## config.mk

```make
export PLATFORM = sky130hd
export DESIGN_NAME = z80_bus_arbiter
export DESIGN_NICKNAME = d
export VERILOG_FILES = /design/src/rtl/z80_arb_pkg.sv /design/src/rtl/rr_pick.sv /design/src/rtl/z80_bus_arbiter.sv
export SDC_FILE = /design/constraint.sdc
export NUM_CORES = 1
export LEC_CHECK = 0
export CORE_AREA = 3 3 60 62
export DETAILED_ROUTE_END_ITERATION = 10
export DIE_AREA = 0 0 63 65
export MAX_ROUTING_LAYER = met4
export SKIP_LAST_GASP = 1
export SLEW_MARGIN = 0
export SYNTH_ARGS = -nofsm -noshare
export SYNTH_HDL_FRONTEND = slang
export SYNTH_SLANG_ARGS = --single-unit
```

## constraint.sdc

```tcl
create_clock -name clk -period 1.4 [get_ports clk]
set_input_delay 0.28 -clock clk [delete_from_list [all_inputs] [get_ports clk]]
set_output_delay 0.28 -clock clk [all_outputs]
set_load 0.005 [all_outputs]
```

## src/rtl/z80_arb_pkg.sv

```systemverilog
// z80_arb_pkg: shared types and default parameter values for the Z80 bus
// arbiter slice (z80_bus_arbiter, rr_pick).
// Optional feature macro used by the slice: Z80_ARB_FAIRNESS_EN.
package z80_arb_pkg;

  typedef enum logic [2:0] {
    ST_IDLE,
    ST_ACQ,
    ST_GRANT,
    ST_TURN,
    ST_REL,
    ST_CPU_SLOT
  } arb_state_e;

  // Index of a bus master; wide enough for the 4-master maximum.
  typedef logic [1:0] owner_t;

  localparam int unsigned NREQ_DEF     = 2;
  localparam int unsigned GUARD_DEF    = 1;
  localparam int unsigned MAX_HOLD_DEF = 64;
  localparam int unsigned CPU_SLOT_DEF = 4;

endpackage

```

## src/rtl/rr_pick.sv

```systemverilog
// rr_pick: combinational round-robin picker.
// Ports:
//   req        in   NREQ  per-master request vector
//   last_owner in   2     index of the most recent grant
//   winner     out  2     first requester searching upward from last_owner+1
//   valid      out  1     at least one request is pending
module rr_pick
  import z80_arb_pkg::*;
#(
  parameter int unsigned NREQ = NREQ_DEF
) (
  input  logic [NREQ-1:0] req,
  input  owner_t          last_owner,
  output owner_t          winner,
  output logic            valid
);

  int unsigned last_u;
  int unsigned best;

  assign last_u = 32'(last_owner);

  // Each requester's distance from last_owner+1 (mod NREQ); smallest wins.
  always_comb begin
    winner = '0;
    valid  = 1'b0;
    best   = NREQ;
    for (int unsigned j = 0; j < NREQ; j++) begin
      if (req[j] && (((j + NREQ - 1 - last_u) % NREQ) < best)) begin
        best   = (j + NREQ - 1 - last_u) % NREQ;
        winner = owner_t'(j);
        valid  = 1'b1;
      end
    end
  end

endmodule

```

## src/rtl/z80_bus_arbiter.sv

```systemverilog
// z80_bus_arbiter: shares the Z80 system bus between the CPU and NREQ bus
// masters. Takes the bus via BUSRQ/BUSACK, grants one master at a time in
// round-robin order with a GUARD-cycle gap between owners, and hands the bus
// back to the CPU once no master is requesting. All state advances on cen.
// Optional macro Z80_ARB_FAIRNESS_EN: bounds master ownership to MAX_HOLD
// cycles, then forces CPU_SLOT CPU-owned cycles and pulses preempt.
// Ports:
//   clk, rst_n    clock, asynchronous active-low reset
//   cen           clock enable; all state holds while low
//   req           per-master level request
//   gnt           per-master grant, one-hot or zero
//   owner         index of the granted master (valid while |gnt)
//   cpu_busrq_n   to Z80 BUSRQ (active low)
//   cpu_busack_n  from Z80 BUSACK (active low), sampled once per cen cycle
//   bus_oe        master address/data mux enable, equals |gnt
//   preempt       one-cycle pulse when a grant is revoked by hold expiry
module z80_bus_arbiter
  import z80_arb_pkg::*;
#(
  parameter int unsigned NREQ     = NREQ_DEF,
  parameter int unsigned GUARD    = GUARD_DEF,
  parameter int unsigned MAX_HOLD = MAX_HOLD_DEF,
  parameter int unsigned CPU_SLOT = CPU_SLOT_DEF
) (
  input  logic            clk,
  input  logic            rst_n,
  input  logic            cen,
  input  logic [NREQ-1:0] req,
  output logic [NREQ-1:0] gnt,
  output owner_t          owner,
  output logic            cpu_busrq_n,
  input  logic            cpu_busack_n,
  output logic            bus_oe,
  output logic            preempt
);

  if (NREQ < 1 || NREQ > 4 || MAX_HOLD < 1 || CPU_SLOT > 255) begin : g_param_check
    $error("z80_bus_arbiter: NREQ must be 1..4, MAX_HOLD >= 1, CPU_SLOT <= 255");
  end

  localparam int unsigned GW = $clog2(GUARD + 2);

  arb_state_e      state_q, state_d;
  logic [NREQ-1:0] gnt_q, gnt_d, win_onehot;
  owner_t          owner_q, owner_d, last_q, last_d, winner;
  logic            win_valid;
  logic            busrq_n_q, busrq_n_d;
  logic            busack_s_q;
  logic            reclaim_q, reclaim_d;
  logic [GW-1:0]   guard_q, guard_d;
  logic            own_req;

`ifdef Z80_ARB_FAIRNESS_EN
  localparam int unsigned HW = $clog2(MAX_HOLD + 1);
  localparam int unsigned SW = $clog2(CPU_SLOT + 2);

  logic [HW-1:0] hold_q, hold_d;
  logic [SW-1:0] slot_q, slot_d;
  logic          preempt_q, preempt_d;
  logic          pre_pend_q, pre_pend_d;
  logic          hold_exp;

  // True on the MAX_HOLD-th master-owned cycle since the last IDLE.
  assign hold_exp = (hold_q >= HW'(MAX_HOLD - 1));
`endif

  rr_pick #(.NREQ(NREQ)) u_pick (
    .req        (req),
    .last_owner (last_q),
    .winner     (winner),
    .valid      (win_valid)
  );

  always_comb begin
    win_onehot = '0;
    for (int unsigned j = 0; j < NREQ; j++) begin
      win_onehot[j] = (owner_t'(j) == winner);
    end
  end

  // gnt_q is one-hot on the owner while granted, so this is req[owner].
  assign own_req = |(req & gnt_q);

  always_comb begin
    state_d   = state_q;
    gnt_d     = gnt_q;
    owner_d   = owner_q;
    last_d    = last_q;
    busrq_n_d = busrq_n_q;
    reclaim_d = reclaim_q;
    guard_d   = guard_q;
`ifdef Z80_ARB_FAIRNESS_EN
    hold_d     = hold_q;
    slot_d     = slot_q;
    preempt_d  = 1'b0;
    pre_pend_d = pre_pend_q;
    if ((state_q == ST_GRANT || state_q == ST_TURN) && hold_q != HW'(MAX_HOLD)) begin
      hold_d = hold_q + HW'(1);
    end
`endif

    case (state_q)
      ST_IDLE: begin
        reclaim_d = 1'b0;
`ifdef Z80_ARB_FAIRNESS_EN
        hold_d = '0;
`endif
        if (|req) begin
          state_d   = ST_ACQ;
          busrq_n_d = 1'b0;
        end
      end

      ST_ACQ: begin
        busrq_n_d = 1'b0;
        if (!busack_s_q) begin
          if (win_valid) begin
            state_d   = ST_GRANT;
            gnt_d     = win_onehot;
            owner_d   = winner;
            last_d    = winner;
            reclaim_d = 1'b0;
          end else begin
            // Every requester withdrew before the CPU acknowledged.
            state_d   = ST_REL;
            busrq_n_d = 1'b1;
          end
        end
      end

      ST_GRANT: begin
        if (!own_req || busack_s_q) begin
          gnt_d     = '0;
          state_d   = ST_TURN;
          guard_d   = GW'(GUARD);
          reclaim_d = busack_s_q;
        end
`ifdef Z80_ARB_FAIRNESS_EN
        else if (hold_exp) begin
          gnt_d      = '0;
          state_d    = ST_TURN;
          guard_d    = GW'(GUARD);
          preempt_d  = 1'b1;
          pre_pend_d = 1'b1;
        end
`endif
      end

      ST_TURN: begin
        if (guard_q != '0) begin
          guard_d = guard_q - GW'(1);
        end else if (reclaim_q) begin
          // CPU took the bus back: re-request it rather than hand off.
          state_d   = win_valid ? ST_ACQ : ST_REL;
          busrq_n_d = !win_valid;
        end
`ifdef Z80_ARB_FAIRNESS_EN
        else if (pre_pend_q) begin
          state_d   = ST_REL;
          busrq_n_d = 1'b1;
        end
`endif
        else if (win_valid) begin
          state_d = ST_GRANT;
          gnt_d   = win_onehot;
          owner_d = winner;
          last_d  = winner;
        end else begin
          state_d   = ST_REL;
          busrq_n_d = 1'b1;
        end
      end

      ST_REL: begin
        busrq_n_d = 1'b1;
        if (busack_s_q) begin
          state_d = ST_IDLE;
`ifdef Z80_ARB_FAIRNESS_EN
          if (pre_pend_q) begin
            state_d = ST_CPU_SLOT;
            slot_d  = SW'(CPU_SLOT);
          end
`endif
        end
      end

`ifdef Z80_ARB_FAIRNESS_EN
      ST_CPU_SLOT: begin
        busrq_n_d = 1'b1;
        if (slot_q > SW'(1)) begin
          slot_d = slot_q - SW'(1);
        end else begin
          state_d    = ST_IDLE;
          pre_pend_d = 1'b0;
        end
      end
`endif

      default: begin
        state_d   = ST_IDLE;
        gnt_d     = '0;
        busrq_n_d = 1'b1;
      end
    endcase
  end

  always_ff @(posedge clk or negedge rst_n) begin
    if (!rst_n) begin
      state_q    <= ST_IDLE;
      gnt_q      <= '0;
      owner_q    <= '0;
      last_q     <= '0;
      busrq_n_q  <= 1'b1;
      busack_s_q <= 1'b1;
      reclaim_q  <= 1'b0;
      guard_q    <= '0;
    end else if (cen) begin
      state_q    <= state_d;
      gnt_q      <= gnt_d;
      owner_q    <= owner_d;
      last_q     <= last_d;
      busrq_n_q  <= busrq_n_d;
      busack_s_q <= cpu_busack_n;
      reclaim_q  <= reclaim_d;
      guard_q    <= guard_d;
    end
  end

`ifdef Z80_ARB_FAIRNESS_EN
  always_ff @(posedge clk or negedge rst_n) begin
    if (!rst_n) begin
      hold_q     <= '0;
      slot_q     <= '0;
      preempt_q  <= 1'b0;
      pre_pend_q <= 1'b0;
    end else if (cen) begin
      hold_q     <= hold_d;
      slot_q     <= slot_d;
      preempt_q  <= preempt_d;
      pre_pend_q <= pre_pend_d;
    end
  end

  assign preempt = preempt_q;
`else
  assign preempt = 1'b0;
`endif

  assign gnt         = gnt_q;
  assign owner       = owner_q;
  assign cpu_busrq_n = busrq_n_q;
  assign bus_oe      = |gnt_q;

endmodule

```

## Word-level counts from Yosys, hierarchy flattened

Cells that the tools add are included.
W data, S select, Z words.

- Add/subtract/negate cells: 3
- $lt $le $gt $ge: 2
- Equality and inequality tests: 14
- Muxes and demuxes: 43
- Bitwise logic cells: 3
- Reductions and logical operators: 21

Operators with widths:

| operator | count |
|---|---|
| $mux W2 | 16 |
| $mux W3 | 8 |
| $ne A2 B2 Y1 const B | 8 |
| $pmux W3 S5 | 1 |
| $reduce_and A5 Y1 | 3 |
| $mux W1 | 12 |
| $pmux W2 S2 | 3 |
| $reduce_and A6 Y1 | 2 |
| $pmux W2 S4 | 1 |
| $reduce_or A2 Y1 | 4 |
| $eq A3 B2 Y1 const B | 2 |
| $reduce_bool A2 Y1 | 3 |
| $pmux W1 S4 | 1 |
| $reduce_and A4 Y1 | 1 |
| $eq A3 B1 Y1 const B | 1 |
| $eq A3 B3 Y1 const B | 1 |
| $logic_not A3 Y1 | 1 |
| $ne A3 B3 Y1 const B | 1 |
| $pmux W1 S3 | 1 |
| $reduce_bool A3 Y1 | 1 |
| $and A2 B2 Y2 | 1 |
| $eq A1 B2 Y1 const A | 1 |
| $logic_and A1 B1 Y1 | 2 |
| $logic_not A1 Y1 | 2 |
| other kinds (7) | 9 |

- Flip-flop bits (word level): 14
- Output and inout bits: 7

## Depth between registers and ports, before layout

Gate-level depths: netlist of run 1.

- Word-level depth: 12
- Gate-level depth with buffers: 6

## Hierarchy

From an unflattened synthesis of run 1, not the netlist that was laid out.

- Cells, all modules: 83
- Area total of the unflattened synthesis: 799.5 um^2

Modules (own cells, without submodules):

| module | instances | cells each | area each (um^2) | seq. area each (um^2) |
|---|---|---|---|---|
| z80_bus_arbiter | 1 | 79 | 774.5 | 302.8 |
| rr_pick | 1 | 4 | 25.0 | 0.0 |

## Worst setup path after synthesis of run 1

No wires, ideal clock.

- Path type: reg2reg
- Start: register guard_q[0]
- End: register state_q[2]
- Setup time: 0.128 ns
- Arrival time: 1.380 ns
- Data required time: 1.272 ns
- Slack: -0.108 ns
- Cell stages (with the launch flop): 7
- Period minus slack after synthesis: 1.508 ns
- Cell sequence: dfrtp_1 > inv_1 > ha_1 > nor2b_1 > o21ai_1 > o2111a_1 > mux2_1

- Longest elaborated chain between the ends: 3

Ends and longest elaborated chain:

| element | line | text |
|---|---|---|
| start: declaration | z80_bus_arbiter.sv:50 | `logic [GW-1:0] guard_q, guard_d;` |
| start signal: assignment | z80_bus_arbiter.sv:225 | `guard_q <= guard_d;` |
| $reduce_bool A2 Y1 | z80_bus_arbiter.sv:150 | `if (guard_q != '0) begin` |
| $ne A2 B2 Y1 (no line) | - |  |
| $reduce_and A6 Y1 (no line) | - |  |
| end signal: assignment | z80_bus_arbiter.sv:218 | `state_q <= state_d;` |
| end: declaration | z80_bus_arbiter.sv:43 | `arb_state_e state_q, state_d;` |

No other way between the ends.
A chain may end at the register's enable or synchronous reset.

## Worst setup path in the final report of run 1

- Start: register state_q[1]
- End: register state_q[2]

- Longest elaborated chain between the ends: 3

Ends and longest elaborated chain:

| element | line | text |
|---|---|---|
| $eq A3 B2 Y1, or another cell as far along | z80_bus_arbiter.sv:102 | `case (state_q)` |
| $ne A2 B2 Y1 (no line) | - |  |
| $reduce_and A6 Y1 (no line) | - |  |

Parallel ways exist; a longest one is shown, timed or not.

==> metrics.md, run 1 <==
| Metric | Value |
|---|---|
| Status | finished, violations left |
| Failing checks | negative setup slack |
| Clk sinks | 11 |
| GRT overflow | 0 |
| Global-route wire length before repair | 3990 µm |
| Main synth FF type | dfrtp_1 |
| FF+latch count, synth | 11 |
| Power after layout | 2.56 mW |
| VDD IR-drop max | 0.000899 V |
| Cells after synthesis | 82 |
| Final hold violations | 0 |
| Total GRT Usage | 12.4% |
| Worst-path clk slew | 0.08 ns |
| Synthesized area | 774 µm² |
| Number of synthesized flops with an enable pin | 0 |
| DRT iter0 DRCs | 28 |
| Critical path peak fanout | 6 |
| Final period util | 109% |
| Worst clock skew | 0.00682 ns |
| Vias per cell | 4.86 |
| Crit path arrival time | 1.69 ns |
| RSZ-0062 raised after global routing | true |
| PortBufs | 10 |
| CTS Buf Count | 3 |
| Fmax | 657 MHz |
| Most common library cells after synthesis | dfrtp_1, inv_1, a22o_1, nand2_1, nor2_1 |
| Count leader, synth | dfrtp_1 |
| Starting Density | 25.2% |
| Die width | 63 µm |
| Final WL | 2360 µm |
| Initial antenna violation count | 0 |
| Grt met3 use | 1.73% |
| Mean Syn Cell Area | 9.45 µm² |
| Setup WS post-layout | -0.122 ns |
| Nets | 138 |
| # setup viols final | 8 |
| PD cells | 2010 nW/µm² |
| Crit Path Category | flop to flop |
| Pin count of the biggest net entering global routing | 12 |
| Min cycle time layout | 1.52 ns |
| Worst Setup End Kind | flop |
| Routed length per instance | 13.5 µm |
| Layout cell share with drive strength beyond 1 | 55.4% |
| Yosys cell types | 48 |
| TritonCTS clock tree | yes |
| Area Growth Syn to Fin | 64.5% |
| Detailed placer's ending HPWL | 1630 µm |
| Antenna Cells | 0 |
| Io pins | 13 |
| Ys Warns | 0 |
| H-tree levels | 1 |
| CP required | 1.57 ns |
| CTS max path bufs | 2 |
| Placer Congestion | 0.840 |
| Yosys top cell area share | 29.1% |
| Top post-synthesis cells by area | dfrtp_1, dfstp_2, a22o_1, inv_1, mux2_2 |
| Die Area | 4100 µm² |
| Detail Route Antenna Nets | 0 |
| Pins Over Slew Limit | 0 |
| Leading area contributor after synthesis | dfrtp_1 |
| First-pass iteration count of the detailed router | 4 |
| CORE AREA | 3080 µm² |
| Sequential cell area fraction in the yosys report | 35.9% |
| Worst slack, placed | -0.404 ns |
| Hold Crit Class | input pin to asynchronous set/reset pin |
| Core Rows | 20 |
| Number of global-route vias before repair | 866 |
| Busiest layer in global routing | met2 |
| Grt met2 use | 21.6% |
| Async SR Flop Fraction | 100% |
| Worst hold slack | 0.295 ns |
| Lkg Pwr | 0.602 nW |
| CP startpoint kind | flop |
| CTS root buf | clkbuf_4 |
| Met1 Use GR | 15.1% |
| Die H | 65 µm |
| Total of max-cap violations | 0 |
| Insertion delay to the later sink of the worst-skew pair | 0.28 ns |
| # DRC | 0 |
| Routed vias | 846 |
==> registers in the layout, indices dropped and copies added, names as in the netlist <==
name         flops
state_q          3
cpu_busrq_n      1
guard_q          2
busack_s_q       1
last_q           1
gnt              2
reclaim_q        1
==> area by class of cell <==
| type | instances | area [µm²] |
|---|---|---|
| tap | 44 | 55.1 |
| inverter | 8 | 30.0 |
| fill | 311 | 1800 |
| sequential | 11 | 280 |
| clock buffer | 4 | 26.3 |
| multi-input combinational | 58 | 500 |
| timing repair buffer | 49 | 382 |
==> cells by family (layout without fill, tap and decap cells) <==
logic type	Yosys count	count (layout)	share of synthesized area (%)
muxes	4	4	5.65
AOI/OAI and AO/OA	25	25	27.9
adders and majority gates	1	1	1.62
buffers and inverters	14	61	9.05
DFF	11	11	35.9
other	1	2	0.484
and+or+nand+nor	26	26	19.4
==> through the flow <==
stage	instances	area [µm²]	util (%)	TNS, ns
after floorplan	83	785	-	-0.181
after global placement	162	1130	36.8	-2.92
after detailed placement	162	1130	36.8	-3.14
after CTS	172	1240	40.3	-0.460
after global routing	174	1270	41.4	-1.08
final	174	1270	41.4	-0.458
==> worst max-delay path, cell delays in order, from the launching register on <==
cell and delay [ns]:
dfrtp_2 0.42, and2b_1 0.24, o21ai_2 0.19, o2111a_2 0.26
mux2_4 0.30
==> power by group <==
| group | switching [mW] | total, mW | internal (mW) |
|---|---|---|---|
| clock | 0.122 | 0.233 | 0.110 |
| combinational | 0.741 | 1.75 | 1.01 |
| sequential | 0.108 | 0.571 | 0.463 |
| total | 0.971 | 2.56 | 1.59 |
==> metal layers <==
metal | vias to the layer above | wire length [µm] | share of wire [%]
met5 | - | 0 | 0
met4 | 0 | 56 | 2.4
met3 | 13 | 124 | 5.3
met2 | 41 | 1150 | 49
met1 | 394 | 1030 | 44
li1 | 398 | - | -
==> path summary, 6_finish.rpt <==
check	cells after the start	startpoint	slack, ns	end
max in group asynchronous	2	rst_n	0.88	cpu_busrq_n$_DFFE_PN1P_
worst min register to register	2	guard_q[1]$_DFFE_PN0P_	0.57	guard_q[1]$_DFFE_PN0P_
min in group clk	3	req[1]	0.53	gnt[0]$_DFFE_PN0P_
worst max register to register	4	state_q[1]$_DFFE_PN0P_	-0.12	state_q[2]$_DFFE_PN0P_
worst min-delay path	2	rst_n	0.29	state_q[2]$_DFFE_PN0P_
worst max-delay path	4	state_q[1]$_DFFE_PN0P_	-0.12	state_q[2]$_DFFE_PN0P_
==> layout by cell type (no fill, tap or decap), types with 3 or more instances in the layout <==
cell | Yosys | layout
dfrtp_1 | 9 | 7
clkbuf_2 | 0 | 3
buf_4 | 2 | 37
clkbuf_4 | 0 | 3
clkdlybuf4s50_1 | 0 | 3
nand2_1 | 4 | 4
inv_1 | 8 | 6
nor2_2 | 1 | 3
dlygate4sd2_1 | 0 | 4
a22o_1 | 4 | 4
==> timing repair <==
action / 4_1_cts / 5_1_grt
hold buffers: 0 / 0
resized for setup: 21 / 11
pin swaps: 4 / 2
hold endpoints to repair: 0 / 0
endpoints found under the setup margin: 15 / 13
setup buffers: 6 / 2
Note: power is estimated with default switching activity, not from simulation.
==> run 2: changes to the inputs <==
--- a/config.mk
+++ b/config.mk
@@ -5,10 +5,13 @@
 export SDC_FILE = /design/constraint.sdc
 export NUM_CORES = 1
 export LEC_CHECK = 0
+export CELL_PAD_IN_SITES_DETAIL_PLACEMENT = 1
+export CELL_PAD_IN_SITES_GLOBAL_PLACEMENT = 2
 export CORE_AREA = 3 3 60 62
 export DETAILED_ROUTE_END_ITERATION = 10
 export DIE_AREA = 0 0 63 65
 export MAX_ROUTING_LAYER = met4
+export PLACE_DENSITY_LB_ADDON = 0.1
 export SKIP_LAST_GASP = 1
 export SLEW_MARGIN = 0
 export SYNTH_ARGS = -nofsm -noshare
==> run 2 against run 1 <==
- the flow still finishes with violations (negative setup slack)
- sequential share of layout area decreased by 2.4 points
- final cell count increased by 4.6%
- register-to-register slack about the same
- worst hold slack improved by 0.0047 ns
- first-iteration DRC count decreased by 50%
- critical path type unchanged
==> metrics.md, run 2 (synthesis results as in run 1) <==
| Metric | Value |
|---|---|
| GRT overflow | 0 (unchanged) |
| Placer Congestion | 0.790 (-5.9%) |
| Critical path peak fanout | 3 (-3) |
| Initial antenna violation count | 0 (unchanged) |
| Post-DP Area | 1160 µm² (+2.7%) |
| CP required | 1.57 ns (about the same) |
| Die width | 63 µm (unchanged) |
| Number of global-route vias before repair | 937 (+8.2%) |
| Global-route wire length before repair | 4780 µm (+20%) |
| Io pins | 13 (unchanged) |
| Area Growth Syn to Fin | 84.2% |
| Worst slack, placed | -0.410 ns (-0.00608 ns) |
| Pins Over Slew Limit | 0 (unchanged) |
| Layout cell share with drive strength beyond 1 | 60.9% (+5.5 points) |
| Worst clock skew | 0.00221 ns (-0.00461 ns) |
| Crit Path Category | flop to flop |
| Sum Neg Setup Slack | -0.433 ns (+0.0257 ns) |
| Power after layout | 2.94 mW (+15%) |
| Status | finished, violations left |
| TritonCTS clock tree | yes |
| RSZ-0062 raised after global routing | true |
| Pin count of the biggest net entering global routing | 12 (unchanged) |
| Die H | 65 µm (unchanged) |
| Critical path's largest stage delay | 0.39 ns (-0.03 ns) |
| Core Rows | 20 (unchanged) |
| Worst Setup End Kind | flop |
| Commonest non-fill, non-tap cells in the layout | buf_4, dfrtp_1, buf_6 |
| Routed vias | 839 (-0.83%) |
| Final period util | 110% (+0.91 points) |
| CORE AREA | 3080 µm² (unchanged) |
| Die Area | 4100 µm² (unchanged) |
| Clk sinks | 11 (unchanged) |
| CP Cell Sequence | buf_6 > and2b_1 > o21ai_2 > o2111a_2 > mux2_4 |
| Antenna Cells | 0 (unchanged) |
| Max reg flops | 3 (unchanged) |
| H-tree levels | 1 (unchanged) |
| Total of max-cap violations | 0 (unchanged) |
| Design Area, Final | 1430 µm² (+12%) |
| Total GRT Usage | 15.5% (+3.1 points) |
| Leading cell type in the layout, fill and taps excluded | buf_4 |
| CTS Buf Count | 3 (unchanged) |
| Detailed placer's ending HPWL | 2020 µm (+24%) |
| Starting Density | 25.2% (unchanged) |
| # DRC | 0 (unchanged) |
| CTS root buf | clkbuf_4 |
| Nets | 146 (+5.8%) |
| Min cycle time layout | 1.54 ns (+0.0128 ns) |
| Final WL | 2800 µm (+19%) |
| # setup viols final | 8 (unchanged) |
| Detail Route Antenna Nets | 0 (unchanged) |
| Insertion delay to the later sink of the worst-skew pair | 0.28 ns (about the same) |
| Failing checks | negative setup slack |
| Routed length per instance | 15.4 µm (+13%) |
| PD cells | 2060 nW/µm² (+2.7%) |
| First-pass iteration count of the detailed router | 2 (-2) |
| Largest Register | state_q |
| DRT iter0 DRCs | 14 (-50%) |
| Slowest cell on crit path | dfstp_2 |
| VDD IR-drop max | 0.000709 V (-21%) |
| Setup WS post-layout | -0.135 ns (-0.0128 ns) |
| Fmax | 651 MHz (-0.83%) |
| Worst-path clk slew | 0.09 ns (about the same) |
| Vias per cell | 4.61 (-5.2%) |
| PortBufs | 10 (unchanged) |
| CP startpoint kind | flop |
| Lkg Pwr | 0.657 nW (+9.0%) |
| Crit path arrival time | 1.71 ns (+0.02 ns) |
| CTS max path bufs | 2 (unchanged) |
| Reg-to-reg setup timing slack | -0.14 ns (about the same) |
| Hold Crit Class | input pin to asynchronous set/reset pin |
| Final hold violations | 0 (unchanged) |
-- run 2: cell types whose count changed in the layout (fill, tap and decap cells not counted), moves of 2 or more --
cell	before	now
buf_4	37	40
nor2b_2	2	0
buf_6	1	7
dlygate4sd2_1	4	6
clkbuf_2	3	1
-- run 2: final cells by class --
class | count | area, µm²
Fill cell | 371 | 1650
Multi-Input combinational cell | 58 | 569
Timing Repair Buffer | 57 | 467
Sequential cell | 11 | 279
Tap cell | 44 | 55.1
Inverter | 8 | 30.0
Clock buffer | 4 | 26.3
-- run 2: worst paths after layout --
| check | depth (start not counted) | to | startpoint |
|---|---|---|---|
| min in group clk | 2 | guard_q[1]$_DFFE_PN0P_ | guard_q[1]$_DFFE_PN0P_ |
| hold / removal | 2 | guard_q[0]$_DFFE_PN0P_ | rst_n |
| max in group asynchronous | 2 | busack_s_q$_DFFE_PN1P_ | rst_n |
| setup / recovery | 5 | state_q[2]$_DFFE_PN0P_ | busack_s_q$_DFFE_PN1P_ |
| setup reg to reg | 5 | state_q[2]$_DFFE_PN0P_ | busack_s_q$_DFFE_PN1P_ |
| hold reg to reg | 2 | guard_q[1]$_DFFE_PN0P_ | guard_q[1]$_DFFE_PN0P_ |
-- run 2: routing by layer --
layer / wire [µm] / global-route usage [%]
met1: 1320 / 20.0
met4: 43 / 4.41
met5: 0 / -
met2: 1390 / 25.3
met3: 48 / 2.43
-- run 2: through the flow --
stage | std cells | utilization [%] | hold slack (ns)
2_1_floorplan | 83 | - | -0.0156
3_3_place_gp | 166 | 37.8 | 0.486
3_5_place_dp | 166 | 37.8 | 0.489
4_1_cts | 179 | 43.8 | 0.291
5_1_grt | 182 | 46.3 | 0.324
6_report | 182 | 46.3 | 0.299
-- run 2: worst max-delay path: cells and delay by family, from the launching register on --
kind,cells,cell delay (ns)
multiplexers,1,0.30
flip-flops,1,0.39
buffers and inverters,1,0.11
AND/OR/NAND/NOR,1,0.18
AO/OA/AOI/OAI,2,0.45
-- run 2: timing repair --
action                     CTS  global route
gates resized for setup     29            14
setup endpoints to repair   13            12
hold buffers                 0             0
pin swaps                    8             7
buffers inserted            11             3
-- run 2: report_power, final --
group / leakage [nW] / internal (mW) / switching (mW)
Sequential: 0.130 / 0.461 / 0.109
Combinational: 0.512 / 1.24 / 0.883
Clock: 0.0150 / 0.110 / 0.137
Total: 0.657 / 1.81 / 1.13
==> run 3: changes to the inputs <==
--- a/config.mk
+++ b/config.mk
@@ -8,6 +8,7 @@
 export CELL_PAD_IN_SITES_DETAIL_PLACEMENT = 1
 export CELL_PAD_IN_SITES_GLOBAL_PLACEMENT = 2
 export CORE_AREA = 3 3 60 62
+export CTS_CLUSTER_SIZE = 20
 export DETAILED_ROUTE_END_ITERATION = 10
 export DIE_AREA = 0 0 63 65
 export MAX_ROUTING_LAYER = met4
==> results of run 3 <==
Final layout, timing and power as in run 2 (identical DEF).
